File: config.mk
export PLATFORM = sky130hd
export DESIGN_NAME = unified_memory_arbiter_flat
export DESIGN_NICKNAME = d
export VERILOG_FILES = /design/src/rtl/unified_memory_arbiter_pkg.sv /design/src/rtl/unified_memory_arbiter_if.sv /design/src/rtl/unified_memory_arbiter_priority_select.sv /design/src/rtl/unified_memory_arbiter.sv /design/src/flat_wrapper.sv
export SDC_FILE = /design/constraint.sdc
export NUM_CORES = 1
export LEC_CHECK = 0
export ABC_AREA = 1
export CORE_ASPECT_RATIO = 0.5
export CORE_UTILIZATION = 24
export DETAILED_ROUTE_END_ITERATION = 6
export HOLD_SLACK_MARGIN = 0.08
export PLACE_DENSITY = 0.63
export REMOVE_ABC_BUFFERS = 1
export SYNTH_ARGS = -nofsm -noshare
export SYNTH_HDL_FRONTEND = slang
export SYNTH_SLANG_ARGS = --single-unit
File: constraint.sdc
create_clock -name clock -period 1.6 [get_ports clock]
set_input_delay 0.48 -clock clock [delete_from_list [all_inputs] [get_ports clock]]
set_output_delay 0.48 -clock clock [all_outputs]
set_load 0.01 [all_outputs]
File: src/rtl/unified_memory_arbiter_pkg.sv
// Shared types and constants for the unified instruction/data memory arbiter.
package unified_memory_arbiter_pkg;

   localparam int CNT_W = 4;

   // Fixed encodings kept identical to the legacy state register values
   localparam logic [1:0] ST_IDLE = 2'b00;
   localparam logic [1:0] ST_WAIT = 2'b01;
   localparam logic [1:0] ST_RESP = 2'b10;

   typedef enum logic [1:0] {
      ARB_IDLE = ST_IDLE,
      ARB_WAIT = ST_WAIT,
      ARB_RESP = ST_RESP
   } arb_state_t;

   typedef enum logic {
      OWN_FETCH = 1'b0,
      OWN_DATA  = 1'b1
   } arb_owner_t;

   // Increment that sticks at lim instead of wrapping
   function automatic logic [CNT_W-1:0] sat_inc(input logic [CNT_W-1:0] v,
                                                 input logic [CNT_W-1:0] lim);
      return (v >= lim) ? lim : v + CNT_W'(1);
   endfunction

endpackage

File: src/rtl/unified_memory_arbiter_if.sv
// Bundle of fetch, load/store and memory-side signals around the arbiter.
interface unified_memory_arbiter_if #(
   parameter int ADDR_W = 32,
   parameter int DATA_W = 32
);
   // fetch side
   logic              if_req;
   logic [ADDR_W-1:0] if_addr;
   logic              if_gnt;
   logic              if_rvalid;
   logic [DATA_W-1:0] if_rdata;
   // load/store side
   logic              d_req;
   logic              d_we;
   logic [ADDR_W-1:0] d_addr;
   logic [DATA_W-1:0] d_wdata;
   logic              d_gnt;
   logic              d_rvalid;
   logic [DATA_W-1:0] d_rdata;
   // control / status
   logic              flush;
   logic              busy;
   // memory side
   logic              mem_en;
   logic              mem_we;
   logic [ADDR_W-1:0] mem_addr;
   logic [DATA_W-1:0] mem_wdata;
   logic [DATA_W-1:0] mem_rdata;

   // arbiter view
   modport slave (
      input  if_req, if_addr, d_req, d_we, d_addr, d_wdata, flush, mem_rdata,
      output if_gnt, if_rvalid, if_rdata, d_gnt, d_rvalid, d_rdata,
             mem_en, mem_we, mem_addr, mem_wdata, busy
   );

   // CPU + memory view
   modport master (
      output if_req, if_addr, d_req, d_we, d_addr, d_wdata, flush, mem_rdata,
      input  if_gnt, if_rvalid, if_rdata, d_gnt, d_rvalid, d_rdata,
             mem_en, mem_we, mem_addr, mem_wdata, busy
   );
endinterface

File: src/rtl/unified_memory_arbiter_priority_select.sv
// Combinational requester selection: data first, fetch when the data streak
// has hit its limit; a flushed fetch is never selected.
module arb_priority_select (
   input  logic if_req,
   input  logic d_req,
   input  logic flush,
   input  logic streak_max,
   output logic grant_fetch,
   output logic grant_data
);

   logic fetch_ok;

   assign fetch_ok = if_req & ~flush;

   // One-hot (or empty) selection of the winning requester
   always_comb begin
      grant_fetch = 1'b0;
      grant_data  = 1'b0;
      if (fetch_ok && streak_max) begin
         grant_fetch = 1'b1;
      end else if (d_req) begin
         grant_data = 1'b1;
      end else if (fetch_ok) begin
         grant_fetch = 1'b1;
      end
   end

endmodule

File: src/rtl/unified_memory_arbiter.sv
// Single-port memory arbiter between instruction fetch and load/store.
// Grants are combinational in IDLE/RESP; reads wait READ_LATENCY cycles and
// return data to the registered owner in the RESP cycle.
module unified_memory_arbiter
   import unified_memory_arbiter_pkg::*;
#(
   parameter int ADDR_W       = 32,
   parameter int DATA_W       = 32,
   parameter int READ_LATENCY = 1,
   parameter int MAX_D_STREAK = 4
) (
   input  logic                     clock,
   input  logic                     reset,
   unified_memory_arbiter_if.slave  bus
);

   arb_state_t        state;
   arb_owner_t        owner;
   logic [CNT_W-1:0]  lat_cnt;
   logic [CNT_W-1:0]  streak_cnt;
   logic              drop;

   logic              streak_max;
   logic              arb_en;
   logic              sel_fetch;
   logic              sel_data;
   logic              gnt_f;
   logic              gnt_d;
   logic              rd_done;
   logic              drop_now;
   logic              mem_we_c;
   logic [ADDR_W-1:0] sel_addr;
   logic [DATA_W-1:0] sel_wdata;

   assign streak_max = (streak_cnt == CNT_W'(MAX_D_STREAK));
   // Grants are suppressed while reset is asserted so all strobes read 0
   assign arb_en     = reset && (state != ARB_WAIT);
   assign gnt_f      = arb_en & sel_fetch;
   assign gnt_d      = arb_en & sel_data;
   assign rd_done    = (state == ARB_WAIT) && (lat_cnt == '0);
   // A flush in the final wait cycle must still suppress the response
   assign drop_now   = drop | (bus.flush && (state == ARB_WAIT) && (owner == OWN_FETCH));

   arb_priority_select u_sel (
      .if_req      (bus.if_req),
      .d_req       (bus.d_req),
      .flush       (bus.flush),
      .streak_max  (streak_max),
      .grant_fetch (sel_fetch),
      .grant_data  (sel_data)
   );

   // Memory-side request mux driven from whichever requester is granted
   always_comb begin
      sel_addr  = '0;
      sel_wdata = '0;
      mem_we_c  = 1'b0;
      if (gnt_d) begin
         sel_addr  = bus.d_addr;
         sel_wdata = bus.d_wdata;
         mem_we_c  = bus.d_we;
      end else if (gnt_f) begin
         sel_addr  = bus.if_addr;
      end
   end

   assign bus.if_gnt    = gnt_f;
   assign bus.d_gnt     = gnt_d;
   assign bus.mem_en    = gnt_f | gnt_d;
   assign bus.mem_we    = mem_we_c;
   assign bus.mem_addr  = sel_addr;
   assign bus.mem_wdata = sel_wdata;
   assign bus.busy      = (state == ARB_WAIT);

   // FSM, latency counter, drop flag and response registers
   always_ff @(posedge clock) begin
      if (!reset) begin
         state        <= ARB_IDLE;
         owner        <= OWN_FETCH;
         lat_cnt      <= '0;
         drop         <= 1'b0;
         bus.if_rvalid <= 1'b0;
         bus.d_rvalid  <= 1'b0;
         bus.if_rdata  <= '0;
         bus.d_rdata   <= '0;
      end else begin
         bus.if_rvalid <= 1'b0;
         bus.d_rvalid  <= 1'b0;
         case (state)
            ARB_IDLE, ARB_RESP: begin
               if (gnt_f) begin
                  owner   <= OWN_FETCH;
                  state   <= ARB_WAIT;
                  lat_cnt <= CNT_W'(READ_LATENCY - 1);
               end else if (gnt_d && !bus.d_we) begin
                  owner   <= OWN_DATA;
                  state   <= ARB_WAIT;
                  lat_cnt <= CNT_W'(READ_LATENCY - 1);
               end else begin
                  state <= ARB_IDLE;
               end
            end
            ARB_WAIT: begin
               if (rd_done) begin
                  state <= ARB_RESP;
                  drop  <= 1'b0;
                  if (owner == OWN_DATA) begin
                     bus.d_rvalid <= 1'b1;
                     bus.d_rdata  <= bus.mem_rdata;
                  end else if (!drop_now) begin
                     bus.if_rvalid <= 1'b1;
                     bus.if_rdata  <= bus.mem_rdata;
                  end
               end else begin
                  lat_cnt <= lat_cnt - CNT_W'(1);
                  drop    <= drop_now;
               end
            end
            default: state <= ARB_IDLE;
         endcase
      end
   end

   // Consecutive data grants while a fetch waits; cleared when fetch is served or idle
   always_ff @(posedge clock) begin
      if (!reset) begin
         streak_cnt <= '0;
      end else if (!bus.if_req || gnt_f) begin
         streak_cnt <= '0;
      end else if (gnt_d) begin
         streak_cnt <= sat_inc(streak_cnt, CNT_W'(MAX_D_STREAK));
      end
   end

endmodule

File: src/flat_wrapper.sv
// flat-port wrapper written by rule: the top's interface ports become plain ports
module unified_memory_arbiter_flat import unified_memory_arbiter_pkg::*;
#(
   parameter int ADDR_W       = 32,
   parameter int DATA_W       = 32,
   parameter int READ_LATENCY = 1,
   parameter int MAX_D_STREAK = 4
)
  (clock, reset, bus_if_req, bus_if_addr, bus_d_req, bus_d_we, bus_d_addr, bus_d_wdata, bus_flush, bus_mem_rdata, bus_if_gnt, bus_if_rvalid, bus_if_rdata, bus_d_gnt, bus_d_rvalid, bus_d_rdata, bus_mem_en, bus_mem_we, bus_mem_addr, bus_mem_wdata, bus_busy);
  unified_memory_arbiter_if #(.ADDR_W(ADDR_W), .DATA_W(DATA_W)) bus_i ();
  input  logic clock;
  input  logic reset;
  input wire logic [$bits(bus_i.if_req)-1:0] bus_if_req;
  input wire logic [$bits(bus_i.if_addr)-1:0] bus_if_addr;
  input wire logic [$bits(bus_i.d_req)-1:0] bus_d_req;
  input wire logic [$bits(bus_i.d_we)-1:0] bus_d_we;
  input wire logic [$bits(bus_i.d_addr)-1:0] bus_d_addr;
  input wire logic [$bits(bus_i.d_wdata)-1:0] bus_d_wdata;
  input wire logic [$bits(bus_i.flush)-1:0] bus_flush;
  input wire logic [$bits(bus_i.mem_rdata)-1:0] bus_mem_rdata;
  output wire logic [$bits(bus_i.if_gnt)-1:0] bus_if_gnt;
  output wire logic [$bits(bus_i.if_rvalid)-1:0] bus_if_rvalid;
  output wire logic [$bits(bus_i.if_rdata)-1:0] bus_if_rdata;
  output wire logic [$bits(bus_i.d_gnt)-1:0] bus_d_gnt;
  output wire logic [$bits(bus_i.d_rvalid)-1:0] bus_d_rvalid;
  output wire logic [$bits(bus_i.d_rdata)-1:0] bus_d_rdata;
  output wire logic [$bits(bus_i.mem_en)-1:0] bus_mem_en;
  output wire logic [$bits(bus_i.mem_we)-1:0] bus_mem_we;
  output wire logic [$bits(bus_i.mem_addr)-1:0] bus_mem_addr;
  output wire logic [$bits(bus_i.mem_wdata)-1:0] bus_mem_wdata;
  output wire logic [$bits(bus_i.busy)-1:0] bus_busy;
  assign bus_i.if_req = bus_if_req;
  assign bus_i.if_addr = bus_if_addr;
  assign bus_i.d_req = bus_d_req;
  assign bus_i.d_we = bus_d_we;
  assign bus_i.d_addr = bus_d_addr;
  assign bus_i.d_wdata = bus_d_wdata;
  assign bus_i.flush = bus_flush;
  assign bus_i.mem_rdata = bus_mem_rdata;
  assign bus_if_gnt = bus_i.if_gnt;
  assign bus_if_rvalid = bus_i.if_rvalid;
  assign bus_if_rdata = bus_i.if_rdata;
  assign bus_d_gnt = bus_i.d_gnt;
  assign bus_d_rvalid = bus_i.d_rvalid;
  assign bus_d_rdata = bus_i.d_rdata;
  assign bus_mem_en = bus_i.mem_en;
  assign bus_mem_we = bus_i.mem_we;
  assign bus_mem_addr = bus_i.mem_addr;
  assign bus_mem_wdata = bus_i.mem_wdata;
  assign bus_busy = bus_i.busy;
  unified_memory_arbiter #(.ADDR_W(ADDR_W), .DATA_W(DATA_W), .READ_LATENCY(READ_LATENCY), .MAX_D_STREAK(MAX_D_STREAK)) u_core (.clock(clock), .reset(reset), .bus(bus_i));
endmodule
==> flow_summary_export.csv <==
group,metric,value,unit
run_status,status,"finished, violations left",
run_status,violations,"setup timing",
cts,ctsHoldBuffers,0,
pwr,switching_power,1.54,mW
synthesis,synth-compound-area-share,0.109,
place,routabilityCongestion,0.780,
detailed_routing,first_pass_iters,4,
global_routing,grt_usage,0.206,
sta,finalSetupViolations,120,
place,hpwl,10900,um
finish,final_common_cell,"clkdlybuf4s50_1",
critical_path,critical_path_class,"reg -> out",
floorplanning,fp-row-count,31,
critical_path,end_kind,"output pin",
finish,fin_nets,1026,
critical_path,cp.arrival,1.75,ns
pwr,comb_power_share,0.277,
critical_path,critPathLaunchType,"flop",
floorplanning,chipWidth,176,um
synthesis,ys_ff_latch,78,
pwr,powerDensity,638,nW/um^2
sta,fin_skew,0.0107,ns
finish,layout.cells.non_filler,1092,
sta,holdWs,0.467,ns
synthesis,synth_cell_types,26,
place,preCtsSetupSlack,-1.25,ns
pwr,peakVddDrop,0.374,mV
floorplanning,io-pin-count,269,
floorplanning,die_y,88.8,um
sta,rsz0062_at_grt,"yes",
floorplanning,die_area,15600,um^2
synthesis,yosysSeqAreaShare,0.432,
synthesis,syn_area_per_cell,6.59,um^2
sta,slew_viol_final,0,
min_path,hold_class,"reg -> reg",
global_routing,grt_overflow,0,
finish,seq_area,1570,um^2
global_routing,grt_max_degree,39,
sta,tightest_slew,0.465,ns
cts,clk_pin_slew,0.06,ns
detailed_routing,wire_per_inst,16.6,um
pwr,leakage,4.07,nW
sta,min_period_over_period,1.40,
sta,fin_crit,2.23,ns
finish,multi_input_area,2730,um^2
cts,clockRootBuffer,"clkbuf_16",
detailed_routing,routed_wl,18100,um
synthesis,synth_top_family_by_area,"simple AND/OR/NAND/NOR gates",
finish,fill_cells,1211,
synthesis,synthMuxAreaShare,0,
synthesis,netlist_area,3620,um^2
pwr,p_sw_frac,0.272,
synthesis,ys_warn_count,0,
critical_path,worst_ep_required_time,1.12,ns
place,io_buffer_count,268,
sta,fin_ws,-0.634,ns
sta,max_freq,0.448,GHz
finish,layout_common_cells,"129 x clkdlybuf4s50_1, 71 x dfxtp_1, 69 x dlygate4sd2_1, 53 x nor2_1",
detailed_routing,drt_iter0_drc,164,
floorplanning,core,14600,um^2
cts,clock_sinks,78,
cts,cts_buffer_depth,2,
job,maxCapViolCount,0,
place,dpl.cell_count,1023,
sta,final-hold-violation-count,0,
synthesis,synth-simple-area-share,0.345,
critical_path,critical_path.max_fanout,8,
sta,max_slew_margin,0.690,
cts,h-tree-depth,3,
detailed_routing,detail-route-antenna-nets,0,
global_routing,grt_pass1_wl,24800,um
detailed_routing,drcViolationCount,0,
detailed_routing,viasPerCell,4.51,
pwr,internal_power,4.12,mW
finish,drive_gt1_frac,0.474,
cts,cts_made_buffers,9,
pwr,seqPwrFrac,0.362,
pwr,power.share.clock,0.361,
floorplanning,initial_utilization,0.248,
finish,area_delta_synth_final,145,%
cts,cts_tree,"yes",
finish,n_antenna_cell,0,
detailed_routing,vias,4930,
synthesis,postSynthCellCount,549,
cts,clkLatencyLatePin,0.33,ns
synthesis,synth_xor_area_frac,0.00242,
global_routing,antenna_found_initial,0,
global_routing,grt_pass1_vias,4841,
synthesis,yosys.area_share.adder,0.0104,
[Yosys cell counts]
cell        n  area, um^2
a31oi_2     1        12.5
buf_4       3        22.5
buf_2      17        85.1
nand3_2     1        10.0
nor2_8      1        20.0
nor2_2      2        12.5
a211oi_1    3        22.5
ha_1        3        37.5
nor3_1      3        15.0
nand2_4     1        11.3
a21oi_1    37         185
o21ai_1    18        90.1
nor2_1    109         409
nor3_2      1        10.0
xor2_1      1        8.76
nand2_1   141         529
dfxtp_1    78        1560
inv_2       2        7.51
clkbuf_1   13        48.8
nand3_1    41         205
nor2_4      1        11.3
nand4_1     2        12.5
a22o_1      1        8.76
inv_1      53         199
o21ai_0    15        75.1
clkbuf_2    1        5.00
[state kept, by name, summed over array words and instances (netlist names)]
signal	cells
u_core.bus.d_rvalid	1
u_core.drop	1
u_core.lat_cnt	4
u_core.bus.if_rdata	32
u_core.bus.d_rdata	32
u_core.state	2
u_core.owner	1
u_core.bus.if_rvalid	1
u_core.streak_cnt	4
[cells by family after synthesis]
group,Yosys count
and+or+nand+nor,303
buffers and inverters,89
DFF,78
AOI/OAI and AO/OA,75
adders and majority gates,3
xor gates and xnor gates,1
[power by group through the flow]
stage	Sequential, mW	Clock [mW]	Combinational (mW)
floorplan	2.11	0	0.316
global placement	2.08	0	1.14
detailed placement	2.08	0	1.14
CTS	2.04	2.08	1.42
global route	2.06	2.18	1.67
finish	2.05	2.04	1.57
[worst max-delay path, cell delays in order (launching register included)]
cell and delay [ns]:
dfxtp_2 0.33, inv_2 0.05, ha_4 0.16, buf_6 0.12, nand3_4 0.06, nand2_4 0.09
buf_12 0.16, buf_16 0.15, buf_12 0.12, nor2_4 0.07, buf_6 0.11
[final timing paths]
check / startpoint / endpoint / slack (ns) / depth (start not counted)
worst min register to register: u_core.bus.d_rdata[25]$_SDFFE_PN0P_ / u_core.bus.d_rdata[25]$_SDFFE_PN0P_ / 0.47 / 2
worst min-delay path: u_core.bus.d_rdata[25]$_SDFFE_PN0P_ / u_core.bus.d_rdata[25]$_SDFFE_PN0P_ / 0.47 / 2
worst max register to register: u_core.streak_cnt[0]$_SDFFE_PP0P_ / u_core.lat_cnt[0]$_SDFFE_PN0P_ / -0.12 / 13
worst max-delay path: u_core.streak_cnt[0]$_SDFFE_PP0P_ / bus_mem_wdata[5] / -0.63 / 10
[layout make-up]
class | count | share of cell area
Timing Repair Buffer | 363 | 0.427
Multi-Input combinational cell | 382 | 0.308
Sequential cell | 78 | 0.177
Tap cell | 198 | 0.0279
Clock buffer | 10 | 0.0269
Inverter | 55 | 0.0261
Clock inverter | 6 | 0.00691
[layer usage]
metal  track usage  wire [um]  vias to the layer above
li1              -          -                     2406
met1         0.251       7680                     2332
met2         0.368       9230                      170
met3        0.0451        877                       22
met4        0.0664        333                        0
met5             0          0                        -
[metrics by stage]
step                      utilization  power, mW  instance area [um^2]  TNS (ns)
final                           0.608       5.66                  8870    -39.41
after global routing            0.608       5.90                  8870    -49.96
after CTS                       0.550       5.54                  8030    -42.49
after detailed placement        0.465       3.23                  6780   -102.43
after global placement          0.465       3.22                  6780    -99.61
after floorplan                     -       2.43                  3450    -80.16
[what timing repair did]
action                                  in CTS  in global routing
endpoints found under the setup margin     168                145
gates cloned                                15                  6
resized for setup                          563                221
pin swaps                                   34                 44
endpoints found under the hold margin        0                  0
setup buffers                               35                  7
No activity file was read; power rests on OpenSTA's default activity.
